## config.mk

```make
export PLATFORM = sky130hd
export DESIGN_NAME = debounce_sync
export DESIGN_NICKNAME = d
export VERILOG_FILES = /design/src/rtl/debounce_sync.sv
export SDC_FILE = /design/constraint.sdc
export NUM_CORES = 1
export LEC_CHECK = 0
export CORE_AREA = 3 3 40 42
export CTS_CLUSTER_SIZE = 8
export DETAILED_ROUTE_END_ITERATION = 8
export DIE_AREA = 0 0 43 45
export PLACE_DENSITY = 0.51
export SLEW_MARGIN = 10
export SYNTH_ARGS = -nofsm -noshare
export SYNTH_HDL_FRONTEND = slang
export SYNTH_SLANG_ARGS = --single-unit
```

## constraint.sdc

```tcl
create_clock -name clk -period 1 [get_ports clk]
set_input_delay 0.25 -clock clk [delete_from_list [all_inputs] [get_ports clk]]
set_output_delay 0.25 -clock clk [all_outputs]
set_load 0.005 [all_outputs]
```

## src/rtl/debounce_sync.sv

```systemverilog
// Raw-input conditioner: SYNC_STAGES-flop synchronizer followed by a counter-based debounce FSM.
// Define DEBOUNCE_SYNC_GLITCH_CNT_EN to add a saturating count of rejected glitches (glitch_cnt).
module debounce_sync #(
  parameter int   SYNC_STAGES     = 2,
  parameter int   DEBOUNCE_CYCLES = 4,
  parameter logic RESET_LEVEL     = 1'b0
) (
  input  logic       clk,
  input  logic       rst,
  input  logic       din,
  input  logic       sample_en,
  output logic       dout,
  output logic       rise,
  output logic       fall,
`ifdef DEBOUNCE_SYNC_GLITCH_CNT_EN
  output logic [7:0] glitch_cnt,
`endif
  output logic       busy
);

  localparam int CW = $clog2(DEBOUNCE_CYCLES);
  localparam logic [CW-1:0] CNT_MAX = CW'(DEBOUNCE_CYCLES - 1);

  if (SYNC_STAGES < 2 || SYNC_STAGES > 4) begin : g_bad_sync
    $error("debounce_sync: SYNC_STAGES must be 2..4");
  end
  if (DEBOUNCE_CYCLES < 2) begin : g_bad_deb
    $error("debounce_sync: DEBOUNCE_CYCLES must be >= 2");
  end

  typedef enum logic {STABLE, QUALIFY} state_t;

  logic [SYNC_STAGES-1:0] sync;
  logic                   s;
  state_t                 state, state_nx;
  logic [CW-1:0]          cnt, cnt_nx;
  logic                   dout_nx, rise_nx, fall_nx;

  // Synchronizer free-runs; sample_en only gates the FSM.
  always_ff @(posedge clk) begin
    if (rst) sync <= {SYNC_STAGES{RESET_LEVEL}};
    else     sync <= {sync[SYNC_STAGES-2:0], din};
  end

  assign s = sync[SYNC_STAGES-1];

  always_ff @(posedge clk) begin
    if (rst) begin
      state <= STABLE;
      cnt   <= '0;
      dout  <= RESET_LEVEL;
      rise  <= 1'b0;
      fall  <= 1'b0;
      busy  <= 1'b0;
    end else begin
      state <= state_nx;
      cnt   <= cnt_nx;
      dout  <= dout_nx;
      rise  <= rise_nx;
      fall  <= fall_nx;
      busy  <= (state_nx == QUALIFY);
    end
  end

  // Pulses default low every clock so they last one clk even with sparse sample_en.
  always_comb begin
    state_nx = state;
    cnt_nx   = cnt;
    dout_nx  = dout;
    rise_nx  = 1'b0;
    fall_nx  = 1'b0;
    if (sample_en) begin
      case (state)
        STABLE: begin
          if (s != dout) begin
            state_nx = QUALIFY;
            cnt_nx   = CW'(1);
          end else begin
            cnt_nx   = '0;
          end
        end
        QUALIFY: begin
          if (s == dout) begin
            state_nx = STABLE;
            cnt_nx   = '0;
          end else if (cnt == CNT_MAX) begin
            state_nx = STABLE;
            cnt_nx   = '0;
            dout_nx  = s;
            rise_nx  = s;
            fall_nx  = ~s;
          end else begin
            cnt_nx   = cnt + CW'(1);
          end
        end
        default: begin
          state_nx = STABLE;
          cnt_nx   = '0;
        end
      endcase
    end
  end

`ifdef DEBOUNCE_SYNC_GLITCH_CNT_EN
  logic glitch;
  assign glitch = sample_en && (state == QUALIFY) && (s == dout);

  always_ff @(posedge clk) begin
    if (rst)                               glitch_cnt <= 8'h00;
    else if (glitch && glitch_cnt != 8'hFF) glitch_cnt <= glitch_cnt + 8'h01;
  end
`endif

endmodule

```

# ---- Yosys cells after proc, flatten, opt, wreduce, memory -nomap -nowiden
# Index checks and enable logic that the tools add are counted.
dict set report word_totals {
  register_bits 8
  in_bits 4
  out_inout_bits 4
  elab_cells 25
}
dict set report op_classes {
  addsub 1
  n_eq_ne 3
  mux 8
  bitwise_logic 5
  n_reduce_logical 2
}
# cell n
set op_table {}
lappend op_table {{1-bit inverter} 5}
lappend op_table {{5-bit OR reduction} 1}
lappend op_table {{1-bit 2-to-1 mux} 4}
lappend op_table {{2-bit 2-to-1 mux} 2}
lappend op_table {{2-bit one-hot mux with 2 select lines} 1}
lappend op_table {{4-bit AND reduction} 1}
lappend op_table {{2-bit by 1-bit adder with 2-bit output (second input constant)} 1}
lappend op_table {{2-bit equality test (second input constant)} 1}
lappend op_table {{1-bit one-hot mux with 2 select lines} 1}
lappend op_table {{1-bit equality test} 1}
lappend op_table {{1-bit != test} 1}

# ---- Depth between registers and ports, before layout
# Gate-level depths: netlist (run 1).
dict set report logic_depth {
  depth_word 4
  ltp_mapped 4
  depth_no_buf 4
}

# ---- Least setup slack after synthesis (run 1)
# OpenSTA, ideal clock, no wires.
dict set report synth_path {
  kind {flip-flop to flip-flop}
  startpoint {register dout}
  endpoint {register cnt[1]}
  setup_time_ns 0.117
  arrival_ns 0.844
  setup_slack_ns 0.038
  stages_incl_launch_ff 4
  n_path_buf 0
  synth_period_minus_slack_ns 0.962
  cell_sequence {dfxtp_1 > xnor2_1 > nor3b_2 > a32o_2}
}
dict set report synth_between {
  elab_chain_len 3
}
# item line_no
set synth_lines {}
lappend synth_lines {{start, declared} 12} ;# output logic dout,
lappend synth_lines {{start signal, assigned} 58} ;# dout <= dout_nx;
lappend synth_lines {{1-bit equality test} 83} ;# if (s == dout) begin
lappend synth_lines {{2-bit 2-to-1 mux} 83}
lappend synth_lines {{2-bit one-hot mux with 2 select lines} 73} ;# case (state)
lappend synth_lines {{end signal, assigned} 57} ;# cnt <= cnt_nx;
lappend synth_lines {{end, declared} 36} ;# logic [CW-1:0] cnt, cnt_nx;
# Every way passes these cells.
# A chain may end at the register's enable or synchronous reset.

# ---- Worst setup path in the final report (run 1)
# Ends and elaborated chain as after synthesis.

==> impl_metrics.csv, run 1 <==
group,metric,value,unit
cts,clk_pin_slew,50,ps
sta,fmax,982,MHz
sta,worstMarginPinSlew,207,ps
routing,wirelength,573,um
logic_synthesis,synthMuxAreaShare,3.43,%
logic_synthesis,synth.ff_latch_count,8,
sta,slew_headroom,86.1,%
cts,clk-insertion-delay-late,240,ps
power,p_leak,0.000201,uW
logic_synthesis,async_flop_share,0,%
final_layout,nets,46,
routing,post_drt_wl_per_cell,10.6,um
die,fp.dieW,43,um
worst_setup_path,path_class,"flop to flop",
die,start_util,22.7,%
sta,setup_viol,1,
logic_synthesis,synth_cell_types,15,
global_route,grt_pass1_vias,255,
logic_synthesis,synth_top_family_by_area,"simple AND/OR/NAND/NOR gates",
global_route,grt_use_total,7.00,%
logic_synthesis,synth-compound-area-share,12.0,%
power,p_total,605,uW
sta,period_needed,1020,ps
final_layout,syn2layout_area_growth,58.4,%
power,power.density,1310,nW/um^2
sta,fin_ws,-18.5,ps
worst_setup_path,r2r_cells,4,
logic_synthesis,synthXorXnorAreaFrac,3.00,%
cts,numCtsBuffers,3,
die,core_area,1280,um^2
die,io_pins,8,
status,run_status,"finished, violations left",
final_layout,layout-drive-gt1-share,51.3,%
power,peakVddDrop,0.508,mV
die,die_h,45,um
die,die_area,1940,um^2
status,violations,"setup timing",
cts,htree_levels,1,
worst_setup_path,worstPathArrival,1210,ps
global_route,antenna_found_initial,0,
final_layout,multi_input_area,169,um^2
placement,gp_congestion,0.703,
logic_synthesis,synthDominantCellAreaShare,54.9,%
cts,cts_tree,"done",
sta,hold_viol_final,0,
logic_synthesis,synthFlopType,"dfxtp_1",
cts,cts_sinks,8,
logic_synthesis,synth_area,292,um^2
cts,cts_buffer_depth,2,
worst_setup_path,worstPathMaxFanout,3,
placement,io_buffers,7,
cts,holdBufCountCts,0,
logic_synthesis,seq_area_frac_synth,54.9,%
final_layout,fillCellCount,132,
routing,via_per_inst,4.39,
logic_synthesis,synth_area_per_cell,11.7,um^2
final_layout,antennaDiodeCount,0,
logic_synthesis,synth_area_leaders,"dfxtp_1, nor3b_1, ha_1, nor2b_1, nor3b_2",
hold_path,hold_class,"input pin to flop",
routing,drc_errors,0,
logic_synthesis,ys.warnings.count,0,
sta,holdWs,428,ps
worst_setup_path,worstSetupStartpointType,"flop",
routing,drt.antenna.violating_nets,0,
logic_synthesis,synthSimpleGateAreaFrac,22.3,%
job,maxCapViolations,0,
logic_synthesis,synthTopCellsByCount,"dfxtp_1, nor2_1, nor2b_1, nor3b_1",
logic_synthesis,yosysMostFrequentCell,"dfxtp_1",
routing,firstDrtPassIters,2,
logic_synthesis,synth_edf_count,0,
routing,drt-initial-drc-count,3,
worst_setup_path,crit_path_end_kind,"flop",
logic_synthesis,syn-instance-count,25,
sta,rsz0062_at_grt,"true",
routing,vias,237,
final_layout,seqCellArea,165,um^2
worst_setup_path,critPathRequiredTime,1190,ps
sta,drv_slew,0,
sta,min_period_over_period,102,%
global_route,grt_pass1_wl,986,um
cts,cts-root-buf,"clkbuf_4",
sta,clock_skew,1.14,ps
hold_path,worstHoldPathCells,3,
logic_synthesis,synth.net_count,30,
logic_synthesis,synth_area_leader_cell,"dfxtp_1",
logic_synthesis,synth_adder_area_share,4.29,%
global_route,grt_max_degree,6,
die,row_count,13,
global_route,grt-ovfl-total,0,
state kept, by name (all words and copies together) (netlist names):
| register | flops |
|---|---|
| cnt | 2 |
| sync | 2 |
| dout | 1 |
| fall | 1 |
| rise | 1 |
| state | 1 |
critical path: stages (launching register included):
cell,delay (ps)
dfxtp_2,320
buf_6,120
xnor2_4,120
nor3b_4,220
a32o_2,190
area by class of cell:
type	count	area share (%)
Sequential cell	8	35.8
Tap cell	15	4.07
Multi-Input combinational cell	17	36.6
Timing Repair Buffer	11	18.7
Clock buffer	3	4.88
layout by cell type, fill, tap and decap left out:
cell and n:
a22o_1 1, a22o_2 1, a32o_2 1, buf_2 4
buf_4 3, buf_6 1, clkbuf_4 3, clkdlybuf4s50_1 2
dfxtp_1 4, dfxtp_2 4, dlymetal6s2s_1 1, ha_4 1
mux2i_1 1, nand2_1 1, nand3_1 1, nand4b_1 1
nor2_1 2, nor2b_1 2, nor3b_1 2, nor3b_4 1
o21ai_0 1, xnor2_4 1
stage by stage:
stage,area [um^2],setup WS (ps),setup TNS [ps],utilization (%),instances
after floorplan,292,38.3,0,-,25
after global placement,403,-259,-1740,31.4,50
after detailed placement,403,-276,-1810,31.4,50
after CTS,429,-61.5,-138,33.4,54
after global routing,462,-84.2,-230,35.9,54
final,462,-18.5,-18.5,35.9,54
cells by family (layout without fill, tap and decap cells):
| family | Yosys count | count (layout) |
|---|---|---|
| flops | 8 | 8 |
| simple gates | 10 | 10 |
| fa+ha+maj | 1 | 1 |
| mux | 1 | 1 |
| buf+inv | 0 | 14 |
| xor+xnor | 1 | 1 |
| compound gates | 4 | 4 |
final timing paths:
path	from	end	slack, ps
hold / removal	rst	sync[1]$_SDFF_PP0_	430
hold reg to reg	sync[0]$_SDFF_PP0_	sync[1]$_SDFF_PP0_	430
setup / recovery	dout$_SDFFE_PP0P_	cnt[1]$_SDFFE_PP0P_	-20
setup reg to reg	dout$_SDFFE_PP0P_	cnt[1]$_SDFFE_PP0P_	-20
routing by layer:
layer	wire length, um	track usage (%)
met1	236	7.73
met2	304	12.0
met3	32	2.39
met4	0	3.61
met5	0	0
power by group:
| part | leakage (uW) | internal, uW | switching, uW |
|---|---|---|---|
| clock | 0.0000138 | 137 | 98.0 |
| sequential | 0.0000668 | 326 | 5.35 |
| combinational | 0.000120 | 25.8 | 13.7 |
| total | 0.000201 | 488 | 117 |
repair_timing:
item | 4_1_cts | 5_1_grt
resized for setup | 21 | 6
buffers inserted | 1 | 0
pin swaps | 3 | 4
gates cloned | 0 | 0
endpoints found under the hold margin | 0 | 0
setup endpoints to repair | 8 | 6
No activity file was read; power rests on OpenSTA's default activity.
==> inputs of run 2 (changes only) <==
--- a/config.mk
+++ b/config.mk
@@ -5,11 +5,11 @@
 export SDC_FILE = /design/constraint.sdc
 export NUM_CORES = 1
 export LEC_CHECK = 0
+export ABC_AREA = 0
 export CORE_AREA = 3 3 40 42
 export CTS_CLUSTER_SIZE = 8
 export DETAILED_ROUTE_END_ITERATION = 8
 export DIE_AREA = 0 0 43 45
-export PLACE_DENSITY = 0.51
 export SLEW_MARGIN = 10
 export SYNTH_ARGS = -nofsm -noshare
 export SYNTH_HDL_FRONTEND = slang
==> constraint.sdc (replaced) <==
create_clock -name clk -period 1 [get_ports clk]
set_input_delay 0.3 -clock clk [delete_from_list [all_inputs] [get_ports clk]]
set_output_delay 0.3 -clock clk [all_outputs]
set_load 0.005 [all_outputs]
==> impl_metrics.csv, run 2 (synthesized netlist as in run 1, its figures left out) <==
group,metric,value,unit
final_layout,most-common-layout-cells,"dfxtp_2, dfxtp_1, buf_6, clkbuf_4, buf_2",
sta,period_needed,1000,ps
final_layout,fin_cells,55,
final_layout,antennaDiodeCount,0,
sta,slew_headroom,86.1,%
power,p_clk_share,38.9,%
routing,firstDrtPassIters,1,
global_route,grt_use_total,7.92,%
power,p_switching,122,uW
worst_setup_path,worstSetupStartpointType,"flop",
routing,via_per_inst,4.44,
cts,numCtsBuffers,3,
sta,setup_viol,1,
final_layout,seqCellArea,165,um^2
final_layout,syn2layout_area_growth,65.7,%
power,p_total,611,uW
final_layout,final_core_util,37.6,%
die,die_h,45,um
cts,cts_tree,"done",
cts,cts-root-buf,"clkbuf_4",
worst_setup_path,critPathRequiredTime,1190,ps
placement,place_inst,50,
global_route,grt_pass1_wl,1090,um
global_route,grt_pass1_vias,270,
final_layout,fillCellCount,142,
global_route,grt-ovfl-total,0,
routing,post_drt_wl_per_cell,10.8,um
sta,fmax,995,MHz
global_route,antenna_found_initial,0,
power,p_sw_share,20.0,%
worst_setup_path,worstPathArrival,1190,ps
cts,clk_pin_slew,50,ps
routing,vias,244,
power,peakVddDrop,0.623,mV
sta,hold_viol_final,0,
final_layout,stdcell_area,483,um^2
final_layout,reg.largest.list,"cnt (2), sync (2)",
routing,drt-initial-drc-count,0,
routing,wirelength,592,um
worst_setup_path,worstPathMaxFanout,3,
final_layout,multi_input_area,174,um^2
global_route,grt_max_degree,6,
sta,clock_skew,5.64,ps
placement,gp_congestion,0.640,
placement,hpwlAfterDp,438,um
sta,min_period_over_period,100,%
sta,holdWs,442,ps
power,pwr-share-comb,6.8,%
power,p_leak,0.000201,uW
sta,fin_ws,-4.62,ps
status,violations,"setup timing",
die,core_area,1280,um^2
sta,drv_slew,0,
die,fp.dieW,43,um
power,seqPwrFrac,54.3,%
placement,post_dp_cell_area,403,um^2
placement,io_buffers,7,
cts,cts_sinks,8,
die,row_count,13,
sta,worstMarginPinSlew,208,ps
die,start_util,22.7,%
job,maxCapViolations,0,
hold_path,hold_class,"flop to flop",
worst_setup_path,path_class,"flop to flop",
routing,drc_errors,0,
cts,clk-insertion-delay-late,250,ps
power,p_int,489,uW
power,power.density,1270,nW/um^2
die,io_pins,8,
final_layout,layout-drive-gt1-share,55.0,%
status,run_status,"finished, violations left",
sta,rsz0062_at_grt,"true",
final_layout,nets,47,
cts,htree_levels,1,
worst_setup_path,crit_path_end_kind,"flop",
cts,cts_buffer_depth,2,
die,die_area,1940,um^2
routing,drt.antenna.violating_nets,0,
-- run 2: layout make-up --
type,instances,share of cell area [%]
Clock buffer,3,4.66
Timing Repair Buffer,12,21.2
Tap cell,15,3.89
Sequential cell,8,34.2
Multi-Input combinational cell,17,36.0
-- run 2: repair_timing --
item	in CTS	in global routing
resized for setup	28	4
cloned	0	0
pin swaps	5	3
hold buffers	0	0
setup endpoints to repair	10	8
setup buffers	2	0
-- run 2: path summary, 6_finish.rpt --
check / from / end / slack [ps] / cells after the start
worst max-delay path: dout$_SDFFE_PP0P_ / cnt[1]$_SDFFE_PP0P_ / -5 / 4
worst min-delay path: sync[0]$_SDFF_PP0_ / sync[1]$_SDFF_PP0_ / 440 / 1
worst max register to register: dout$_SDFFE_PP0P_ / cnt[1]$_SDFFE_PP0P_ / -5 / 4
worst min register to register: sync[0]$_SDFF_PP0_ / sync[1]$_SDFF_PP0_ / 440 / 1
-- run 2: worst max-delay path, cell delays in order, from the launching register on --
cell and delay (ps):
dfxtp_2 320, buf_6 120, xnor2_4 120, nor3b_4 210
a32o_2 180
-- run 2: per-layer routing --
metal / vias to the layer above / share of wire (%) / wire length [um] / GRT usage, %
li1: 122 / - / - / -
met1: 114 / 41 / 245 / 7.99
met2: 8 / 51 / 301 / 13.2
met3: 0 / 7.8 / 46 / 5.98
met4: 0 / 0 / 0 / 1.81
met5: - / 0 / 0 / 0
-- run 2: stage by stage --
step / setup TNS [ps] / setup slack (ps)
floorplan: 0 / 38.3
global placement: -2270 / -301
detailed placement: -2460 / -329
CTS: -58.0 / -38.5
global route: -217 / -62.2
finish: -4.62 / -4.62
-- run 2: power by group through the flow --
stage | Sequential (uW) | Clock (uW) | Combinational, uW
after global placement | 335 | 0 | 33.8
after detailed placement | 335 | 0 | 35.2
after CTS | 331 | 249 | 40.2
after floorplan | 335 | 0 | 10.7
after global routing | 332 | 271 | 45.3
final | 332 | 238 | 41.5
==> inputs of run 3 (changes only) <==
--- a/config.mk
+++ b/config.mk
@@ -7,6 +7,7 @@
 export LEC_CHECK = 0
 export ABC_AREA = 0
 export CORE_AREA = 3 3 40 42
+export CTS_BUF_LIST = sky130_fd_sc_hd__clkbuf_8
 export CTS_CLUSTER_SIZE = 8
 export DETAILED_ROUTE_END_ITERATION = 8
 export DIE_AREA = 0 0 43 45
==> impl_metrics.csv, run 3 (synthesized netlist as in run 1, its figures left out) <==
group,metric,value,unit
power,p_int,611,uW
worst_setup_path,slowest_delay,310,ps
worst_setup_path,crit_path_end_kind,"flop",
routing,post_drt_wl_per_cell,10.7,um
global_route,antenna_found_initial,0,
job,maxCapViolations,0,
cts,cts_buffer_depth,2,
power,peakVddDrop,0.845,mV
sta,drv_slew,0,
worst_setup_path,worstPathMaxFanout,3,
final_layout,most-common-layout-cells,"dfxtp_2, dfxtp_1, buf_2, buf_4, clkbuf_8",
cts,htree_levels,1,
cts,numCtsBuffers,3,
sta,period_needed,1000,ps
placement,io_buffers,7,
cts,cts_sinks,8,
die,row_count,13,
final_layout,reg.largest.list,"cnt (2), sync (2)",
routing,drt-initial-drc-count,2,
routing,via_per_inst,4.35,
worst_setup_path,path_class,"flop to flop",
power,power.density,1550,nW/um^2
final_layout,fillCellCount,141,
placement,pre_cts_slack,-329,ps
power,p_total,751,uW
final_layout,nets,47,
hold_path,hold_class,"flop to flop",
power,p_clk_share,50.6,%
global_route,grt_use_total,7.51,%
global_route,grt_pass1_vias,263,
routing,wirelength,586,um
routing,firstDrtPassIters,2,
worst_setup_path,crit_path_cell_trace,"buf_6 > xnor2_4 > nor3b_4 > a32o_2",
power,p_switching,139,uW
status,run_status,"finished, violations left",
sta,min_period_over_period,100,%
die,die_h,45,um
die,core_area,1280,um^2
power,seqPwrFrac,44.3,%
sta,worstMarginPinSlew,208,ps
worst_setup_path,path_buf_inv,1,
placement,gp_congestion,0.640,
routing,drc_errors,0,
placement,place_inst,50,
sta,setup_viol,1,
die,io_pins,8,
cts,clk-insertion-delay-late,230,ps
die,fp.dieW,43,um
cts,cts_tree,"done",
sta,clock_skew,4.19,ps
power,p_sw_share,18.6,%
routing,drt.antenna.violating_nets,0,
power,p_leak,0.000207,uW
worst_setup_path,slowest_stage,"dfxtp_2",
worst_setup_path,worstSetupStartpointType,"flop",
sta,rsz0062_at_grt,"true",
final_layout,layout-drive-gt1-share,52.5,%
sta,hold_viol_final,0,
worst_setup_path,worstPathArrival,1170,ps
final_layout,antennaDiodeCount,0,
cts,cts-root-buf,"clkbuf_8",
final_layout,fin_cells,55,
power,pwr-share-comb,5.1,%
global_route,grt_max_degree,6,
sta,slew_headroom,86.1,%
routing,vias,239,
global_route,grt-ovfl-total,0,
sta,fin_ws,-2.95,ps
final_layout,final_core_util,37.6,%
die,die_area,1940,um^2
global_route,grt_pass1_wl,1040,um
die,start_util,22.7,%
worst_setup_path,crit_family,"flip-flops",
sta,fmax,997,MHz
final_layout,syn2layout_area_growth,65.7,%
placement,hpwlAfterDp,438,um
status,violations,"setup timing",
worst_setup_path,critPathRequiredTime,1170,ps
cts,clk_pin_slew,40,ps
## run 3: cell type report
class                           count  area, um^2  share of cell area, %
Timing Repair Buffer               12        88.8                   18.4
Sequential cell                     8         165                   34.2
Multi-Input combinational cell     17         169                   35.0
Tap cell                           15        18.8                   3.89
Clock buffer                        3        41.3                   8.55
## run 3: final timing paths
kind / start / to / slack [ps] / depth (start not counted)
setup reg to reg: dout$_SDFFE_PP0P_ / cnt[1]$_SDFFE_PP0P_ / -3 / 4
hold / removal: sync[0]$_SDFF_PP0_ / sync[1]$_SDFF_PP0_ / 440 / 1
hold reg to reg: sync[0]$_SDFF_PP0_ / sync[1]$_SDFF_PP0_ / 440 / 1
setup / recovery: dout$_SDFFE_PP0P_ / cnt[1]$_SDFFE_PP0P_ / -3 / 4
## run 3: layer usage
layer	routed length (um)	vias to the layer above	GRT usage, %	part of all wire (%)
li1	-	123	-	-
met5	0	-	0	0
met1	232	107	7.26	40
met2	295	9	12.6	50
met3	58	0	5.98	9.9
met4	0	0	1.81	0
## run 3: worst reg2reg max path, cell delays in order (launching register included)
cell,delay (ps)
dfxtp_2,310
buf_6,120
xnor2_4,120
nor3b_4,210
a32o_2,180
## run 3: per-stage QoR
stage | TNS [ps] | hold WS [ps] | instance area [um^2]
after floorplan | 0 | 372 | 292
after global placement | -2270 | 420 | 403
after detailed placement | -2460 | 446 | 403
after CTS | -53.3 | 447 | 473
after global routing | -128 | 452 | 483
final | -2.95 | 441 | 483
## run 3: what timing repair did
item                                    in CTS  in global routing
pin swaps                                    5                  3
hold buffers                                 0                  0
endpoints found under the setup margin      10                  6
resized for setup                           27                  1
buffers inserted                             2                  0
## run 3: power by group through the flow
stage          clock [uW]  combinational [uW]  sequential [uW]
4_1_cts               384                38.6              332
3_5_place_dp            0                35.2              335
6_report              380                38.1              333
2_1_floorplan           0                10.7              335
5_1_grt               410                41.9              333
3_3_place_gp            0                33.8              335
==> RTL change (flow settings as in run 2) <==
`SYNC_STAGES`: 2 -> 4.
--- a/src/rtl/debounce_sync.sv
+++ b/src/rtl/debounce_sync.sv
@@ -3,3 +3,3 @@
 module debounce_sync #(
-  parameter int   SYNC_STAGES     = 2,
+  parameter int   SYNC_STAGES     = 4,
   parameter int   DEBOUNCE_CYCLES = 4,
Behaviour: not the same (a bounded check fails within 4 cycles, from zero or initial values and one cycle with rst high).
==> RTL change against run 2 <==
- sequential cell count up 2
- maximum frequency up 2.5%
- routed wire length rose by 8.1%
- design area up 13%
- total power increased by 14%
- critical path type is now reg2out
- utilization rose by 4.9 points
- area after synthesis grew 18%
- setup slack gained 0.025 ns
- highest routed layer is now met4
==> RTL change: results <==
[hold_path]
hold_path.class = in2reg

[logic_synthesis]
synth_common_cells = sky130_fd_sc_hd__dfxtp_1 (10), sky130_fd_sc_hd__nor2b_1 (4), sky130_fd_sc_hd__a21oi_1 (3), sky130_fd_sc_hd__nand2b_1 (3), sky130_fd_sc_hd__nand3_1 (3)
yosysUniqueCellTypes = 14
synth_fp_nets = 38
post_synthesis_xor_xnor_area_fraction = 0.0254
ys_seq_area_frac = 0.580
synth_top_cells_by_area = sky130_fd_sc_hd__dfxtp_1 (58%), sky130_fd_sc_hd__nor2b_1 (7.2%), sky130_fd_sc_hd__nand2b_1 (5.4%)
yosys-mux-area-fraction = 0.0290
ys.flop_type = sky130_fd_sc_hd__dfxtp_1
synthAdderAreaFrac = 0.0362
yosys_warnings = 0
async_flop_share = 0
synth_compound_area_frac = 0.0580

[placement]
port-buffer-count = 7
dp_area_um2 = 475
place.detailed.hpwl_um = 426
globalplace.congestion = 0.633

[setup_path]
crit_slowest_cell = sky130_fd_sc_hd__dfxtp_2
timing.critical_path.fanout_max = 2
cpPeakStageDelay_ns = 0.31
worst_ep_arrival_time_ns = 0.68
setup.reg_to_reg.worst_slack_ns = 0.02
cp_top_family = flip-flops

[cts]
cts.path.max_buffers = 2
insertion_delay_ns = 0.25
cts_root_buffer_type = sky130_fd_sc_hd__clkbuf_4
clk_transition_reported_paths_ns = 0.06
h-tree-depth = 1
clock_buffers_created_by_tritoncts = 3

[global_routing]
grt_start_max_net_pins = 8
grt_first_pass_wirelength_um = 959
grtUsageTotal = 0.0737
number_of_global_route_vias_before_repair = 238
initial_antenna_violation_count = 0

[power]
sequentialPowerShare = 0.583
worst_ir_drop_vdd_mv = 0.918
cell_internal_pwr_mw = 0.566
p_leak_nw = 0.221

[run_status]
outcome = complete, no violations

[sta]
whs_ns = 0.391
timing.max_slew.rel_slack = 0.804
skew_ns = 0.000668

[route]
dr.pass1.iters = 4
drt_iter0_markers = 5
detail_route.vias_per_cell = 4.59
drt-total-wl_um = 640

[layout]
final_layout_size_suffix_gt1_frac = 0.500
num-fill-cells = 129
nNetsFinal = 55
diodes = 0
reg.largest.list = sync (4), cnt (2)
[RTL change: changes by cell type after synthesis, moves of 2 or more]
cell,run 2,this run
sky130_fd_sc_hd__nor4b_1,0,2
sky130_fd_sc_hd__nor2b_1,2,4
sky130_fd_sc_hd__a21oi_1,0,3
sky130_fd_sc_hd__dfxtp_1,8,10
sky130_fd_sc_hd__nand3_1,1,3
sky130_fd_sc_hd__nand2b_1,0,3
sky130_fd_sc_hd__nor3b_1,2,0
[RTL change: final timing paths]
kind / start / endpoint / cells past startpoint
max: dout / dout / 1
min: sample_en / fall / 3
max reg2reg: dout / cnt[1] / 4
min reg2reg: sync[2] / sync[3] / 1
[RTL change: timing repair]
action | in CTS | in global routing
endpoints found under the setup margin | 10 | 8
buffers inserted | 0 | 0
gates resized for setup | 23 | 9
pin swaps | 0 | 4
[RTL change: cells by family after synthesis]
family | after synthesis
AND/OR/NAND/NOR | 15
flip-flops | 10
AO/OA/AOI/OAI | 4
XOR/XNOR | 1
buffers and inverters | 1
multiplexers | 1
adder cells (fa/ha/maj) | 1
[RTL change: per-layer routing]
| metal | wire, um | part of all wire | vias up | track usage |
|---|---|---|---|---|
| met2 | 324 | 0.51 | 10 | 0.108 |
| met1 | 246 | 0.38 | 133 | 0.0760 |
| met3 | 62 | 0.097 | 2 | 0.0598 |
| met4 | 6 | 0.0094 | 0 | 0.0361 |
| met5 | 0 | 0 | - | 0 |
| li1 | - | - | 144 | - |
[RTL change: final cells by class]
| type | count | area, um2 | area share |
|---|---|---|---|
| Multi-Input combinational cell | 22 | 201 | 0.369 |
| Tap cell | 15 | 18.8 | 0.0344 |
| Sequential cell | 10 | 206 | 0.378 |
| Clock buffer | 3 | 22.5 | 0.0413 |
| Timing Repair Buffer | 13 | 96.3 | 0.177 |
[RTL change: through the flow]
stage / setup TNS, ns / power [mW] / util / instances / worst slack, ns
global route: -0.0712 / 0.748 / 0.425 / 63 / -0.0208
global placement: -2.54 / 0.453 / 0.370 / 60 / -0.314
CTS: -0.0195 / 0.713 / 0.389 / 63 / -0.0155
detailed placement: -2.57 / 0.454 / 0.370 / 60 / -0.291
finish: 0 / 0.699 / 0.425 / 63 / 0.0200
floorplan: 0 / 0.427 / - / 33 / 0.0157
[RTL change: power groups by stage]
stage | Sequential (mW) | Combinational [mW] | Clock, mW
after detailed placement | 0.415 | 0.0385 | 0
final | 0.408 | 0.0400 | 0.251
after CTS | 0.406 | 0.0381 | 0.268
after floorplan | 0.415 | 0.0123 | 0
after global placement | 0.415 | 0.0381 | 0
after global routing | 0.408 | 0.0429 | 0.298
